### src/rtl/prog_pkg.sv
// Purpose: shared types, defaults and helpers for the programming sequencer.
// Latency: n/a (declarations only).
// Backpressure: n/a (declarations only).
package prog_pkg;

    localparam int DEF_N_COLS = 7;
    localparam int DEF_N_ROWS = 7;

    typedef enum logic [1:0] {
        OP_INJECT = 2'b00,
        OP_TUNNEL = 2'b01,
        OP_READ   = 2'b10,
        OP_RSVD   = 2'b11
    } op_e;

    typedef enum logic [2:0] {
        S_IDLE,
        S_SETTLE,
        S_PULSE_ON,
        S_PULSE_OFF,
        S_READ,
        S_DONE
    } state_e;

    function automatic int max4(input int a, input int b, input int c, input int d);
        int m;
        m = a;
        if (b > m) m = b;
        if (c > m) m = c;
        if (d > m) m = d;
        return m;
    endfunction

    // A command is rejected up front when it addresses a cell outside the
    // island, uses the reserved opcode, or asks for zero programming pulses.
    function automatic logic cmd_legal(input logic [2:0] col, input logic [2:0] row,
                                       input logic [1:0] op, input logic [7:0] pulses,
                                       input int n_cols, input int n_rows);
        logic pulsed;
        pulsed = (op == OP_INJECT) || (op == OP_TUNNEL);
        return (int'(col) < n_cols) && (int'(row) < n_rows) &&
               (op != OP_RSVD) && !(pulsed && (pulses == 8'd0));
    endfunction

endpackage

### src/rtl/prog_timer.sv
// Purpose: loadable down-counter with zero flag, shared by every timed phase.
// Latency: value visible the cycle after load; counts down one per cycle, holds at 0.
// Backpressure: none; load always wins over counting.
// Ports: clk, rst_n (sync, active-low), load/load_val (new count), zero (count == 0).
module prog_timer #(
    parameter int W = 6
) (
    input  logic         clk,
    input  logic         rst_n,
    input  logic         load,
    input  logic [W-1:0] load_val,
    output logic         zero
);

    logic [W-1:0] cnt;

    always_ff @(posedge clk) begin
        if (!rst_n) begin
            cnt <= '0;
        end else if (load) begin
            cnt <= load_val;
        end else if (cnt != '0) begin
            cnt <= cnt - 1'b1;
        end
    end

    assign zero = (cnt == '0);

endmodule

### src/rtl/prog_seq.sv
// Purpose: sequences inject/tunnel pulse trains and read windows onto the CAB programming mux.
// Latency: response SETTLE_CYC + phase time + 1 cycles after accept; 1 cycle for rejected commands.
// Backpressure: cmd_ready high only in IDLE; one command in flight, abort forces early completion.
// Ports: clk, rst_n; cmd_* request with valid/ready; abort; adc_data readout;
//        col_sel/row_sel mux select; inj_en/tun_en/rd_en drive enables; rsp_* completion.
module prog_seq
    import prog_pkg::*;
#(
    parameter int N_COLS     = DEF_N_COLS,
    parameter int N_ROWS     = DEF_N_ROWS,
    parameter int SETTLE_CYC = 8,
    parameter int ON_CYC     = 16,
    parameter int OFF_CYC    = 4,
    parameter int READ_CYC   = 32
) (
    input  logic       clk,
    input  logic       rst_n,
    input  logic       cmd_valid,
    output logic       cmd_ready,
    input  logic [2:0] cmd_col,
    input  logic [2:0] cmd_row,
    input  logic [1:0] cmd_op,
    input  logic [7:0] cmd_pulses,
    input  logic       abort,
    input  logic [9:0] adc_data,
    output logic [2:0] col_sel,
    output logic [2:0] row_sel,
    output logic       inj_en,
    output logic       tun_en,
    output logic       rd_en,
    output logic       rsp_valid,
    output logic       rsp_err,
    output logic [9:0] rsp_data
);

    localparam int MAX_CYC = max4(SETTLE_CYC, ON_CYC, OFF_CYC, READ_CYC);
    localparam int CW      = $clog2(MAX_CYC + 1);

    // The timer is loaded with (phase length - 1) on the edge that enters a
    // phase, so the phase ends on the cycle the zero flag is seen.
    localparam logic [CW-1:0] SETTLE_LD = CW'(SETTLE_CYC - 1);
    localparam logic [CW-1:0] ON_LD     = CW'(ON_CYC - 1);
    localparam logic [CW-1:0] OFF_LD    = CW'(OFF_CYC - 1);
    localparam logic [CW-1:0] READ_LD   = CW'(READ_CYC - 1);

    state_e        state;
    op_e           op_q;
    logic [7:0]    pulses_left;
    logic          accept;
    logic          legal;
    logic          abort_hit;
    logic          tmr_load;
    logic [CW-1:0] tmr_val;
    logic          tmr_zero;

    assign accept = cmd_valid && cmd_ready;
    assign legal  = cmd_legal(cmd_col, cmd_row, cmd_op, cmd_pulses, N_COLS, N_ROWS);
    // DONE is already reporting, so an abort there would only duplicate the response.
    assign abort_hit = abort && (state != S_IDLE) && (state != S_DONE);

    always_comb begin
        tmr_load = 1'b0;
        tmr_val  = '0;
        if (!abort_hit) begin
            case (state)
                S_IDLE: begin
                    if (accept && legal) begin
                        tmr_load = 1'b1;
                        tmr_val  = SETTLE_LD;
                    end
                end
                S_SETTLE: begin
                    if (tmr_zero) begin
                        tmr_load = 1'b1;
                        tmr_val  = (op_q == OP_READ) ? READ_LD : ON_LD;
                    end
                end
                S_PULSE_ON: begin
                    if (tmr_zero && (pulses_left > 8'd1)) begin
                        tmr_load = 1'b1;
                        tmr_val  = OFF_LD;
                    end
                end
                S_PULSE_OFF: begin
                    if (tmr_zero) begin
                        tmr_load = 1'b1;
                        tmr_val  = ON_LD;
                    end
                end
                default: begin
                end
            endcase
        end
    end

    prog_timer #(
        .W (CW)
    ) u_timer (
        .clk      (clk),
        .rst_n    (rst_n),
        .load     (tmr_load),
        .load_val (tmr_val),
        .zero     (tmr_zero)
    );

    always_ff @(posedge clk) begin
        if (!rst_n) begin
            state       <= S_IDLE;
            op_q        <= OP_INJECT;
            pulses_left <= 8'd0;
            cmd_ready   <= 1'b0;
            col_sel     <= 3'd0;
            row_sel     <= 3'd0;
            inj_en      <= 1'b0;
            tun_en      <= 1'b0;
            rd_en       <= 1'b0;
            rsp_valid   <= 1'b0;
            rsp_err     <= 1'b0;
            rsp_data    <= 10'd0;
        end else begin
            rsp_valid <= 1'b0;
            if (abort_hit) begin
                inj_en    <= 1'b0;
                tun_en    <= 1'b0;
                rd_en     <= 1'b0;
                state     <= S_DONE;
                rsp_valid <= 1'b1;
                rsp_err   <= 1'b1;
                rsp_data  <= 10'd0;
            end else begin
                case (state)
                    S_IDLE: begin
                        if (accept) begin
                            cmd_ready   <= 1'b0;
                            op_q        <= op_e'(cmd_op);
                            pulses_left <= cmd_pulses;
                            if (legal) begin
                                col_sel <= cmd_col;
                                row_sel <= cmd_row;
                                state   <= S_SETTLE;
                            end else begin
                                // Rejected commands leave the mux select untouched.
                                state     <= S_DONE;
                                rsp_valid <= 1'b1;
                                rsp_err   <= 1'b1;
                                rsp_data  <= 10'd0;
                            end
                        end else begin
                            cmd_ready <= 1'b1;
                        end
                    end
                    S_SETTLE: begin
                        if (tmr_zero) begin
                            if (op_q == OP_READ) begin
                                state <= S_READ;
                                rd_en <= 1'b1;
                            end else begin
                                state  <= S_PULSE_ON;
                                inj_en <= (op_q == OP_INJECT);
                                tun_en <= (op_q == OP_TUNNEL);
                            end
                        end
                    end
                    S_PULSE_ON: begin
                        if (tmr_zero) begin
                            inj_en <= 1'b0;
                            tun_en <= 1'b0;
                            if (pulses_left != 8'd0) begin
                                pulses_left <= pulses_left - 8'd1;
                            end
                            if (pulses_left > 8'd1) begin
                                state <= S_PULSE_OFF;
                            end else begin
                                // Last pulse finishes straight into DONE, no trailing gap.
                                state     <= S_DONE;
                                rsp_valid <= 1'b1;
                                rsp_err   <= 1'b0;
                                rsp_data  <= 10'd0;
                            end
                        end
                    end
                    S_PULSE_OFF: begin
                        if (tmr_zero) begin
                            state  <= S_PULSE_ON;
                            inj_en <= (op_q == OP_INJECT);
                            tun_en <= (op_q == OP_TUNNEL);
                        end
                    end
                    S_READ: begin
                        if (tmr_zero) begin
                            rd_en     <= 1'b0;
                            state     <= S_DONE;
                            rsp_valid <= 1'b1;
                            rsp_err   <= 1'b0;
                            rsp_data  <= adc_data;
                        end
                    end
                    S_DONE: begin
                        state     <= S_IDLE;
                        cmd_ready <= 1'b1;
                        rsp_err   <= 1'b0;
                        rsp_data  <= 10'd0;
                    end
                    default: begin
                        state <= S_IDLE;
                    end
                endcase
            end
        end
    end

endmodule

### config.mk
export PLATFORM = sky130hd
export DESIGN_NAME = prog_seq
export DESIGN_NICKNAME = d
export VERILOG_FILES = /design/src/rtl/prog_pkg.sv /design/src/rtl/prog_timer.sv /design/src/rtl/prog_seq.sv
export SDC_FILE = /design/constraint.sdc
export NUM_CORES = 1
export LEC_CHECK = 0
export ABC_AREA = 0
export CAP_MARGIN = 25
export CELL_PAD_IN_SITES_DETAIL_PLACEMENT = 2
export CELL_PAD_IN_SITES_GLOBAL_PLACEMENT = 2
export CORE_MARGIN = 2
export CORE_UTILIZATION = 25
export CTS_BUF_LIST = sky130_fd_sc_hd__clkbuf_16
export CTS_CLUSTER_DIAMETER = 30
export CTS_CLUSTER_SIZE = 14
export DETAILED_ROUTE_END_ITERATION = 16
export GPL_ROUTABILITY_DRIVEN = 1
export GPL_TIMING_DRIVEN = 1
export PLACE_DENSITY_LB_ADDON = 0.1
export SLEW_MARGIN = 20
export SYNTH_ARGS = -nofsm -noshare
export SYNTH_HDL_FRONTEND = slang
export SYNTH_SLANG_ARGS = --single-unit
export TNS_END_PERCENT = 30
### constraint.sdc
create_clock -name clk -period 5.2 [get_ports clk]
set_clock_uncertainty 0.2 [all_clocks]
set_input_delay 0.52 -clock clk [delete_from_list [all_inputs] [get_ports clk]]
set_output_delay 0.52 -clock clk [all_outputs]
set_load 0.02 [all_outputs]
# Yosys cells after proc, flatten, opt, wreduce, memory -nomap -nowiden
# Index checks and enable logic that the tools add are counted.
totals:
  reg_bits: 41
  input_bits: 30
  out_inout_bits: 22
op_classes:
  n_addsub: 2
  n_lt_le_gt_ge: 3
  eq_ne: 27
  mux: 60
  bitwise_logic: 2
  reduce_logical: 38
ops:
  columns: ["cell", "count"]
  rows:
  - ["$mux W10", 5]
  - ["$pmux W10 S4", 1]
  - ["$mux W3", 10]
  - ["$mux W1", 24]
  - ["$mux W8", 3]
  - ["$ne A3 B3 Y1 const B", 8]
  - ["$ne A2 B2 Y1 const B", 11]
  - ["$pmux W5 S4", 1]
  - ["$reduce_and A5 Y1", 4]
  - ["$pmux W8 S2", 1]
  - ["$mux W5", 3]
  - ["$pmux W3 S5", 1]
  - ["$mux W6", 2]
  - ["$pmux W1 S3", 4]
  - ["$reduce_and A6 Y1", 2]
  - ["$logic_and A1 B1 Y1", 9]
  - ["$gt A8 B1 Y1 const B", 1]
  - ["$logic_not A8 Y1", 1]
  - ["$reduce_and A4 Y1", 2]
  - ["$reduce_bool A2 Y1", 4]
  - ["$reduce_bool A8 Y1", 1]
  - ["$sub A8 B1 Y8 const B", 1]
  - ["$eq A3 B2 Y1 const B", 2]
  - ["$eq A3 B3 Y1 const B", 2]
  - ["22 further kinds", 29]

# Depth between registers and ports, before layout
# Gate-level depths: netlist (run 1).
depth:
  ltp_word: 10
  depth_mapped: 8
  mapped_depth_nobuf: 7

# Cells and area by module
# From an unflattened synthesis (run 1), not the netlist that was laid out.
hier_totals:
  cells_unflattened: 292
  area_unflattened_um2: 2363.5
by_module_without_submodules:
  columns: ["module", "n_inst", "cells_per_inst", "area_each_um2", "seq_area_each_um2"]
  rows:
  - ["prog_seq", 1, 249, 2006.9, 700.7]
  - ["prog_timer", 1, 43, 356.6, 120.1]

# Worst setup path before layout (run 1)
# No wires, ideal clock.
synth_timing:
  kind: "register to register"
  start: "register u_timer.cnt[0]"
  end: "register rsp_data[0]"
  arrival_time_ps: 1754
  path_slack_ps: 3186
  stages_incl_launch_ff: 9
  path_buffers: 1
  period_less_slack_ps: 2014
  cell_sequence: "dfxtp_1 -> inv_1 -> ha_1 -> nor2b_1 -> and2_1 -> clkbuf_1 -> nand3_1 -> nor2_2 -> a22o_1"
synth_via:
  elab_chain_cells: 3
  word_cells_on_any_way: 4
  classes_between: "eq/ne: 2; reduce/logical: 2"
synth_lines:
  columns: ["item", "line", "text"]
  rows:
  - ["from (decl)", "prog_timer.sv:15", "logic [W-1:0] cnt;"]
  - ["from (signal assigned)", "prog_timer.sv:21", "cnt <= load_val;"]
  - ["from (signal assigned)", "prog_timer.sv:23", "cnt <= cnt - 1'b1;"]
  - ["$logic_not A6 Y1 (*)", "prog_timer.sv:27", "assign zero = (cnt == '0);"]
  - ["$ne A2 B2 Y1 (no line)", null, null]
  - ["$reduce_and A6 Y1 (no line) (*)", null, null]
  - ["to (signal assigned)", "prog_seq.sv:195", "rsp_data <= adc_data;"]
  - ["to (decl)", "prog_seq.sv:33", "output logic [9:0] rsp_data"]
# Every way passes the cells marked *; elsewhere a longest branch is shown, timed or not.
# A chain may end at the register's enable or synchronous reset.

# Final worst setup path (run 1)
layout_timing:
  start: "register state[1]"
  end: "register rsp_data[2]"
layout_via:
  elab_chain_cells: 4
  word_cells_on_any_way: 17
  classes_between: "eq/ne: 9; mux: 1; reduce/logical: 7"
layout_lines:
  columns: ["item", "line", "text"]
  rows:
  - ["from (decl)", "prog_seq.sv:46", "state_e state;"]
  - ["from (signal assigned)", "prog_seq.sv:108", "state <= S_IDLE;"]
  - ["from (signal assigned)", "prog_seq.sv:126", "state <= S_DONE;"]
  - ["from (signal assigned)", "prog_seq.sv:140", "state <= S_SETTLE;"]
  - ["branches (longest 4 deep; another with $reduce_and A6 Y1)", null, null]
# Several ways; the timed one is not identified.

==> results.yml, run 1 <==
run_status:
  outcome: "finished clean"
logic_synthesis:
  synth_nets: 295
  synth-xor-area-share_pct: 1.17
  ys_types: 58
  muxShareOfSynthArea_pct: 4.47
  async_flop_share_pct: 0
  synthCells: 261
  synthFlopType: "dfxtp_1"
  synth_adder_area_share_pct: 2.24
  synth_compound_area_share_pct: 26.0
  synth_edf_count: 0
  synth_top_family_by_area: "compound AO/OA/AOI/OAI gates"
  yosys_warnings: 0
  synth_area_um2: 2240
  synth-simple-area-share_pct: 24.7
  synth-seq-area-share_pct: 36.7
  syn_area_per_cell_um2: 8.57
  synth_seq_cells: 41
timing:
  rsz0062_at_grt: "no"
  setup_slack_ns: 2.42
  min_period_ns: 2.78
  finalHoldViolCount: 0
  fin_crit_sh_pct: 53.5
  final-setup-viol-count: 0
  tns_ns: 0
  worstMarginPinSlew_ns: 0.729
  drv_slew: 0
  relSlewSlack_pct: 51.3
  fmax_mhz: 359
placed_design:
  post-dp-hpwl_um: 5190
  placed_cells: 404
  post-place-ws_ns: 2.15
  place_area_um2: 2810
  place_congestion: 0.696
  portBuffers: 51
clocking:
  cts_buffers: 5
  cts.path.max_buffers: 2
  postCtsSetupBuffers: 0
  ctsResizeCount: 0
  clkLatencyLatePin_ns: 0.28
  cts-root-buf: "clkbuf_16"
  cts.sinks: 41
  clk_transition_reported_paths_ns: 0.07
  cts_max_level: 2
  cts_tree: "done"
  postCtsHoldBufs: 0
worst_setup_path:
  critPathKind: "reg -> reg"
  crit_buf_inv: 0
  cp-start-kind: "register"
  r2r_slack_ns: 2.42
  crit_required_ns: 5.18
  critical-path-max-stage-delay_ns: 0.79
  arrival_ns: 2.76
  crit_family: "simple AND/OR/NAND/NOR gates"
  end_kind: "register"
  crit_chain: "nor3b_2 -> nand4_1 -> a21o_1 -> o211a_1 -> a22o_1"
  crit_fanout: 22
  cp_slowest_cell: "dfxtp_1"
power:
  p_total_mw: 1.55
  p_per_area_nw_per_um2: 520
  irDropWorstVdd_v: 0.000172
  power.leakage_nw: 1.14
final_layout:
  n_antenna_cell: 0
  final_cells: 412
  layout-drive-gt1-share_pct: 6.91
  fin_area_um2: 2980
  final_nets: 337
  syn_to_final_growth_pct: 33.1
drt:
  drt_iter0_drc: 40
  routedWlPerCell_um: 17.2
  detail_route.first_pass.iterations: 4
  vias_per_cell: 5.12
  vias: 2109
  postRouteAntennaNets: 0
  drc: 0
  wl_um: 7090
floorplan:
  num_rows: 34
  dieWidth_um: 98.6
  die_h_um: 98.6
  core_area_um2: 8680
  dieArea_um2: 9720
  start_util_pct: 25.8
  io_pins: 52
grt:
  grt_pass1_vias: 2341
  grt_overflow: 0
  grt_util_all_layers_pct: 15.4
  grt_max_degree: 23
  grt_antenna_before_repair: 0
  grt_pass1_wl_um: 12000
flow_run:
  maxCapViolCount: 0
worst_hold_path:
  hold_path.class: "reg -> reg"
[logic make-up (layout without fill, tap and decap cells)]
group                      after synthesis  in the layout
buffers and inverters                   23             66
xor gates and xnor gates                 3              3
adders and majority gates                4              4
muxes                                   10             10
DFF                                     41             41
AOI/OAI and AO/OA                       79             79
and+or+nand+nor                        101            101
[layout make-up]
cell class | count | area [um2]
Timing Repair Buffer | 52 | 518
Tap cell | 108 | 135
Multi-Input combinational cell | 197 | 1310
Clock inverter | 3 | 46.3
Sequential cell | 41 | 821
Fill cell | 977 | 5700
Clock buffer | 5 | 125
Inverter | 6 | 22.5
[path summary, 6_finish.rpt]
| check | from | to | depth (start not counted) |
|---|---|---|---|
| worst max-delay path | state[1] | rsp_data[2] | 5 |
| worst min-delay path | rsp_data[6] | rsp_data[6] | 1 |
| worst max register to register | state[1] | rsp_data[2] | 5 |
| worst min register to register | rsp_data[6] | rsp_data[6] | 1 |
[cells in the final DEF (no fill, tap or decap), types with 2 or more instances in the layout]
cell	count
o31ai_1	3
ha_1	4
o21a_1	5
or3b_1	2
clkdlybuf4s50_1	51
or2_1	2
a22o_1	10
o221a_2	2
clkbuf_16	5
nand4_1	3
dfxtp_1	41
nor2_1	28
nand2b_1	6
nor3_1	11
and2_1	2
o2111a_1	2
a211oi_1	2
o21ai_0	11
o211ai_1	3
a31oi_1	6
o21ai_1	2
o211a_1	2
or3_1	2
inv_1	5
nand3_1	3
xnor2_1	2
nand2_1	21
nor2b_1	6
a2bb2oi_1	2
mux2i_1	10
and3_1	3
a21oi_1	15
a21o_1	4
[cell usage after synthesis, types with 4 or more instances]
library cell / number / area share, %
dfxtp_1: 41 / 37
nor2_1: 28 / 4.7
nand2_1: 21 / 3.5
a21oi_1: 15 / 3.4
nor3_1: 11 / 2.5
o21ai_0: 11 / 2.5
a22o_1: 10 / 3.9
clkbuf_1: 10 / 1.7
mux2i_1: 10 / 4.5
a31oi_1: 6 / 1.7
nand2b_1: 6 / 1.7
nor2b_1: 6 / 1.7
buf_2: 5 / 1.1
inv_1: 5 / 0.84
o21a_1: 5 / 1.7
a21o_1: 4 / 1.3
ha_1: 4 / 2.2
[state kept, by name, indices dropped and copies added, names as in the netlist]
register	count
tun_en	1
rsp_data	10
row_sel	3
cmd_ready	1
rd_en	1
pulses_left	8
rsp_valid	1
op_q	2
rsp_err	1
state	3
col_sel	3
u_timer.cnt	6
inj_en	1
[routing by layer]
metal	track usage, %	wire (um)	up-vias	part of all wire [%]
met5	0	0	-	0
met4	3.79	81	0	1.1
met3	3.48	240	7	3.4
met2	28.1	3570	32	50
met1	18.3	3200	1037	45
li1	-	-	1033	-
[worst reg2reg max path: cells and delay by family, from the launching register on]
family / cells / cell delay (ns)
DFF: 1 / 0.79
AOI/OAI and AO/OA: 3 / 0.77
and+or+nand+nor: 2 / 0.92
[report_power, final]
part / switching, mW / internal [mW]
combinational: 0.400 / 0.295
clock: 0.136 / 0.227
sequential: 0.104 / 0.385
[through the flow]
step	utilization, %	hold WS, ns
after global placement	32.3	0.263
after floorplan	-	0.265
after detailed placement	32.3	0.268
after CTS	34.3	0.287
final	34.3	0.284
after global routing	34.3	0.308
Power figures use the tool's default switching activity.
==> run 2: changes to the inputs <==
clock period = 2.54 ns   (was 5.2 ns; I/O delays follow)
==> run 2 against run 1 <==
Compared with the run above:
- register-to-register slack worse by 2.1 ns
- critical path depth increased by 1
- worst hold slack worse by 0.00068 ns
- clock-buffer cell count unchanged
- worst setup slack worse by 2.1 ns
- sequential power up 93%
- total power grew 110%
==> results.yml, run 2 (synthesized netlist as in run 1, its figures left out) <==
clocking:
  clkLatencyLatePin_ns: 0.29
  cts_buffers: 5
  postCtsHoldBufs: 0
  cts.sinks: 41
  cts_tree: "done"
  cts-root-buf: "clkbuf_16"
  postCtsSetupBuffers: 0
  ctsResizeCount: 0
  clk_transition_reported_paths_ns: 0.07
  cts.path.max_buffers: 2
  cts_max_level: 2
grt:
  grt-busiest-layer: "met2"
  grt_util_all_layers_pct: 15.8
  grt_max_degree: 19
  grt_pass1_vias: 2438
  met3_usage_pct: 3.26
  grt_util_met1_pct: 19.3
  grt_antenna_before_repair: 0
  grt_pass1_wl_um: 12300
  grt_overflow: 0
  use_met2_pct: 28.3
timing:
  final-setup-viol-count: 0
  setup_slack_ns: 0.302
  fin_crit_sh_pct: 88.1
  min_period_ns: 2.24
  worstMarginPinSlew_ns: 0.532
  tns_ns: 0
  hold-worst-slack_ns: 0.283
  finalHoldViolCount: 0
  fmax_mhz: 447
  relSlewSlack_pct: 64.5
  drv_slew: 0
  rsz0062_at_grt: "no"
placed_design:
  place_congestion: 0.734
  post-dp-hpwl_um: 5570
  placed_cells: 424
  post-place-ws_ns: 0.112
  portBuffers: 51
  place_area_um2: 2960
worst_setup_path:
  r2r-end: "row_sel[1]"
  crit_fanout: 15
  crit_required_ns: 2.51
  crit_chain: "or3_1 -> or2_1 -> nand4b_4 -> buf_4 -> mux2i_1 -> nor2_1"
  end_kind: "register"
  r2r_slack_ns: 0.30
  cp_slowest_cell: "dfxtp_1"
  critPathKind: "reg -> reg"
  arrival_ns: 2.21
  critical-path-max-stage-delay_ns: 0.48
  rr_startpoint: "state[1]"
  cp-start-kind: "register"
  rr_worst_depth: 6
floorplan:
  dieArea_um2: 9720
  start_util_pct: 25.8
  core_area_um2: 8680
  dieWidth_um: 98.6
  num_rows: 34
  die_h_um: 98.6
  io_pins: 52
final_layout:
  final_cells: 432
  syn_to_final_growth_pct: 39.5
  final_cell_mix: "51 x clkdlybuf4s50_1, 41 x dfxtp_1, 28 x nor2_1"
  top_regs: "rsp_data x10, pulses_left x8, u_timer.cnt x6"
  largest_reg_flops: 10
  final_common_cell: "clkdlybuf4s50_1"
  layout-drive-gt1-share_pct: 12.3
  fin_area_um2: 3120
  regMostFlops: "rsp_data"
  n_antenna_cell: 0
  final_nets: 357
  utilization_pct: 36.0
drt:
  vias_per_cell: 5.07
  routedWlPerCell_um: 16.7
  postRouteAntennaNets: 0
  detail_route.first_pass.iterations: 4
  drc: 0
  vias: 2192
  drt_iter0_drc: 45
  wl_um: 7230
power:
  power.leakage_nw: 1.24
  p_per_area_nw_per_um2: 1060
  p_total_mw: 3.30
  irDropWorstVdd_v: 0.000329
worst_hold_path:
  hold_path.class: "reg -> reg"
  whs_endpoint: "rsp_data[0]"
  min_path_cells: 1
  hp-start: "rsp_data[0]"
flow_run:
  maxCapViolCount: 0
run_status:
  outcome: "finished clean"
run 2: worst max-delay path, delay by kind of cell, from the launching register on:
family                 cells  cell delay (ns)
and+or+nand+nor            4             1.05
buffers and inverters      1             0.22
DFF                        1             0.48
muxes                      1             0.15
run 2: power by group:
group	internal [mW]	switching [mW]	leakage [nW]
registers	0.789	0.154	0.334
clock network	0.460	0.270	0.0775
logic	0.741	0.890	0.827
run 2: metal layers:
layer | vias up | share of wire, %
li1 | 1075 | -
met1 | 1080 | 46
met2 | 33 | 50
met3 | 4 | 3.5
met4 | 0 | 1.0
met5 | - | 0
run 2: how the worst max path moves through the flow:
stage | start | to | depth (start not counted)
after floorplan | u_timer.cnt[0] | rsp_data[0] | 8
after global placement | cmd_pulses[2] | rsp_data[2] | 6
after detailed placement | cmd_pulses[2] | rsp_data[7] | 6
after CTS | state[1] | row_sel[1] | 6
after global routing | state[1] | row_sel[2] | 6
final | state[1] | row_sel[1] | 6
run 2: layout make-up:
cell class | instances | area, um2
fillers | 1017 | 5560
multi-input cells | 197 | 1310
flip-flops and latches | 41 | 821
repair buffers | 72 | 668
well taps | 108 | 135
clock buffers | 5 | 125
clock inverters | 3 | 41.3
inverters | 6 | 22.5
==> run 3: changes to the inputs <==
clock period = 1.9 ns   (was 2.54 ns; I/O delays follow)
==> run 3 against run 2 <==
Compared with the run above:
- the flow now finishes with violations (setup timing)
- critical path depth increased by 1
- via count increased by 13%
- combinational power increased by 97%
- die area unchanged
- routed wire length increased by 16%
- utilization increased by 7.1 points
- highest routed layer unchanged
- largest power group unchanged
- worst hold slack got worse by 0.00074 ns
- total power increased by 64%
- global-route usage increased by 1.5 points
==> results.yml, run 3 (synthesized netlist as in run 1, its figures left out) <==
final_layout:
  regMostFlops: "rsp_data"
  fillers: 994
  largest_reg_flops: 10
  final_cells: 488
  layout-drive-gt1-share_pct: 33.4
  n_antenna_cell: 0
  final_cell_mix: "72 x buf_4, 51 x clkdlybuf4s50_1, 37 x dfxtp_1"
  final_nets: 413
  top_regs: "rsp_data x10, pulses_left x8, u_timer.cnt x6"
  fin_area_um2: 3740
  utilization_pct: 43.1
  syn_to_final_growth_pct: 67.0
  final_common_cell: "buf_4"
drt:
  drc: 0
  postRouteAntennaNets: 0
  routedWlPerCell_um: 17.2
  drt_iter0_drc: 65
  vias_per_cell: 5.06
  detail_route.first_pass.iterations: 4
  wl_um: 8400
  vias: 2468
grt:
  grt_antenna_before_repair: 0
  grt_overflow: 0
  grt_max_degree: 19
  grt_pass1_wl_um: 13300
  grt_util_all_layers_pct: 17.2
  grt_pass1_vias: 2648
clocking:
  cts.path.max_buffers: 2
  clk_transition_reported_paths_ns: 0.06
  cts.sinks: 41
  cts_buffers: 5
  clkLatencyLatePin_ns: 0.29
  cts-root-buf: "clkbuf_16"
  cts_max_level: 2
  cts_tree: "done"
placed_design:
  portBuffers: 51
  post-dp-hpwl_um: 6090
  place_congestion: 0.810
  placed_cells: 469
  place_area_um2: 3310
  post-place-ws_ns: -0.521
timing:
  relSlewSlack_pct: 75.4
  fmax_mhz: 490
  finalHoldViolCount: 0
  setup_slack_ns: -0.141
  min_period_ns: 2.04
  worstMarginPinSlew_ns: 0.365
  drv_slew: 0
  hold-worst-slack_ns: 0.282
  final-setup-viol-count: 30
  rsz0062_at_grt: "yes"
  fin_crit_sh_pct: 107
power:
  irDropWorstVdd_v: 0.000449
  power.leakage_nw: 1.54
  p_per_area_nw_per_um2: 1450
floorplan:
  start_util_pct: 25.8
  num_rows: 34
  core_area_um2: 8680
  dieWidth_um: 98.6
  dieArea_um2: 9720
  die_h_um: 98.6
  io_pins: 52
worst_setup_path:
  cp-start-kind: "register"
  rr_worst_depth: 7
  end_kind: "register"
  crit_fanout: 5
  arrival_ns: 2.01
  r2r_slack_ns: -0.14
  r2r-end: "pulses_left[1]"
  critPathKind: "reg -> reg"
  rr_startpoint: "u_timer.cnt[4]"
  crit_required_ns: 1.87
run_status:
  violations: "setup timing"
  outcome: "finished, violations left"
worst_hold_path:
  whs_endpoint: "rsp_data[0]"
  hold_path.class: "reg -> reg"
  min_path_cells: 1
  hp-start: "rsp_data[0]"
flow_run:
  maxCapViolCount: 0
[run 3: changes by cell type in the layout (fill, tap and decap cells not counted), moves of 3 or more]
cell     previous run  this run
buf_4              21        72
dfxtp_1            41        37
dfxtp_2             0         3
nand2_1            21        18
nand2_2             0         3
nor3_1             11         8
o21ai_0            11         8
[run 3: worst max-delay path by stage]
stage	start	to	slack (ns)	depth (start not counted)
2_1_floorplan	state[2]	u_timer.cnt[3]	-0.1	7
3_3_place_gp	cmd_pulses[2]	rsp_data[0]	-0.53	7
3_5_place_dp	cmd_pulses[2]	rsp_data[9]	-0.52	7
4_1_cts	u_timer.cnt[4]	pulses_left[0]	-0.14	5
5_1_grt	pulses_left[0]	u_timer.cnt[3]	-0.24	7
6_report	u_timer.cnt[4]	pulses_left[1]	-0.14	7
[run 3: timing repair]
item	4_1_cts	5_1_grt
setup endpoints to repair	38	37
endpoints found under the hold margin	0	0
hold buffers	0	0
gates cloned	2	0
pin swaps	8	9
buffers inserted	2	7
resized for setup	21	24
[run 3: layer usage]
metal	vias to the layer above	global-route usage [%]	part of all wire, %
met4	0	5.80	1.8
li1	1190	-	-
met1	1211	21.2	44
met5	-	0	0
met2	55	30.4	50
met3	12	3.12	3.5
[run 3: power by group]
| part | switching, mW | leakage (nW) | internal, mW | total, mW |
|---|---|---|---|---|
| Combinational | 1.63 | 1.13 | 1.58 | 3.21 |
| Clock | 0.380 | 0.0800 | 0.622 | 1.00 |
| Sequential | 0.150 | 0.335 | 1.06 | 1.21 |
[run 3: stage by stage]
stage                     power [mW]  TNS [ns]
after floorplan                 2.73     -1.33
after global placement          3.88    -11.34
after detailed placement        3.96    -11.45
after CTS                       5.24     -2.27
after global routing            5.81     -5.77
final                           5.43     -2.44
[run 3: layout make-up]
| cell class | count | area, um2 | share of cell area (%) |
|---|---|---|---|
| clock buffer | 5 | 125 | 3.35 |
| clock inverter | 3 | 46.3 | 1.24 |
| inverter | 6 | 22.5 | 0.603 |
| multi-input combinational | 199 | 1490 | 39.8 |
| sequential | 41 | 828 | 22.2 |
| tap | 108 | 135 | 3.62 |
| timing repair buffer | 126 | 1090 | 29.3 |
[run 3: worst max-delay path: stages, from the launching register on]
cell and delay [ns]:
dfxtp_2 0.32, or3_4 0.40, o32ai_4 0.31, nand4_4 0.20, buf_4 0.19, buf_6 0.11
a211oi_4 0.15, a211oi_2 0.05
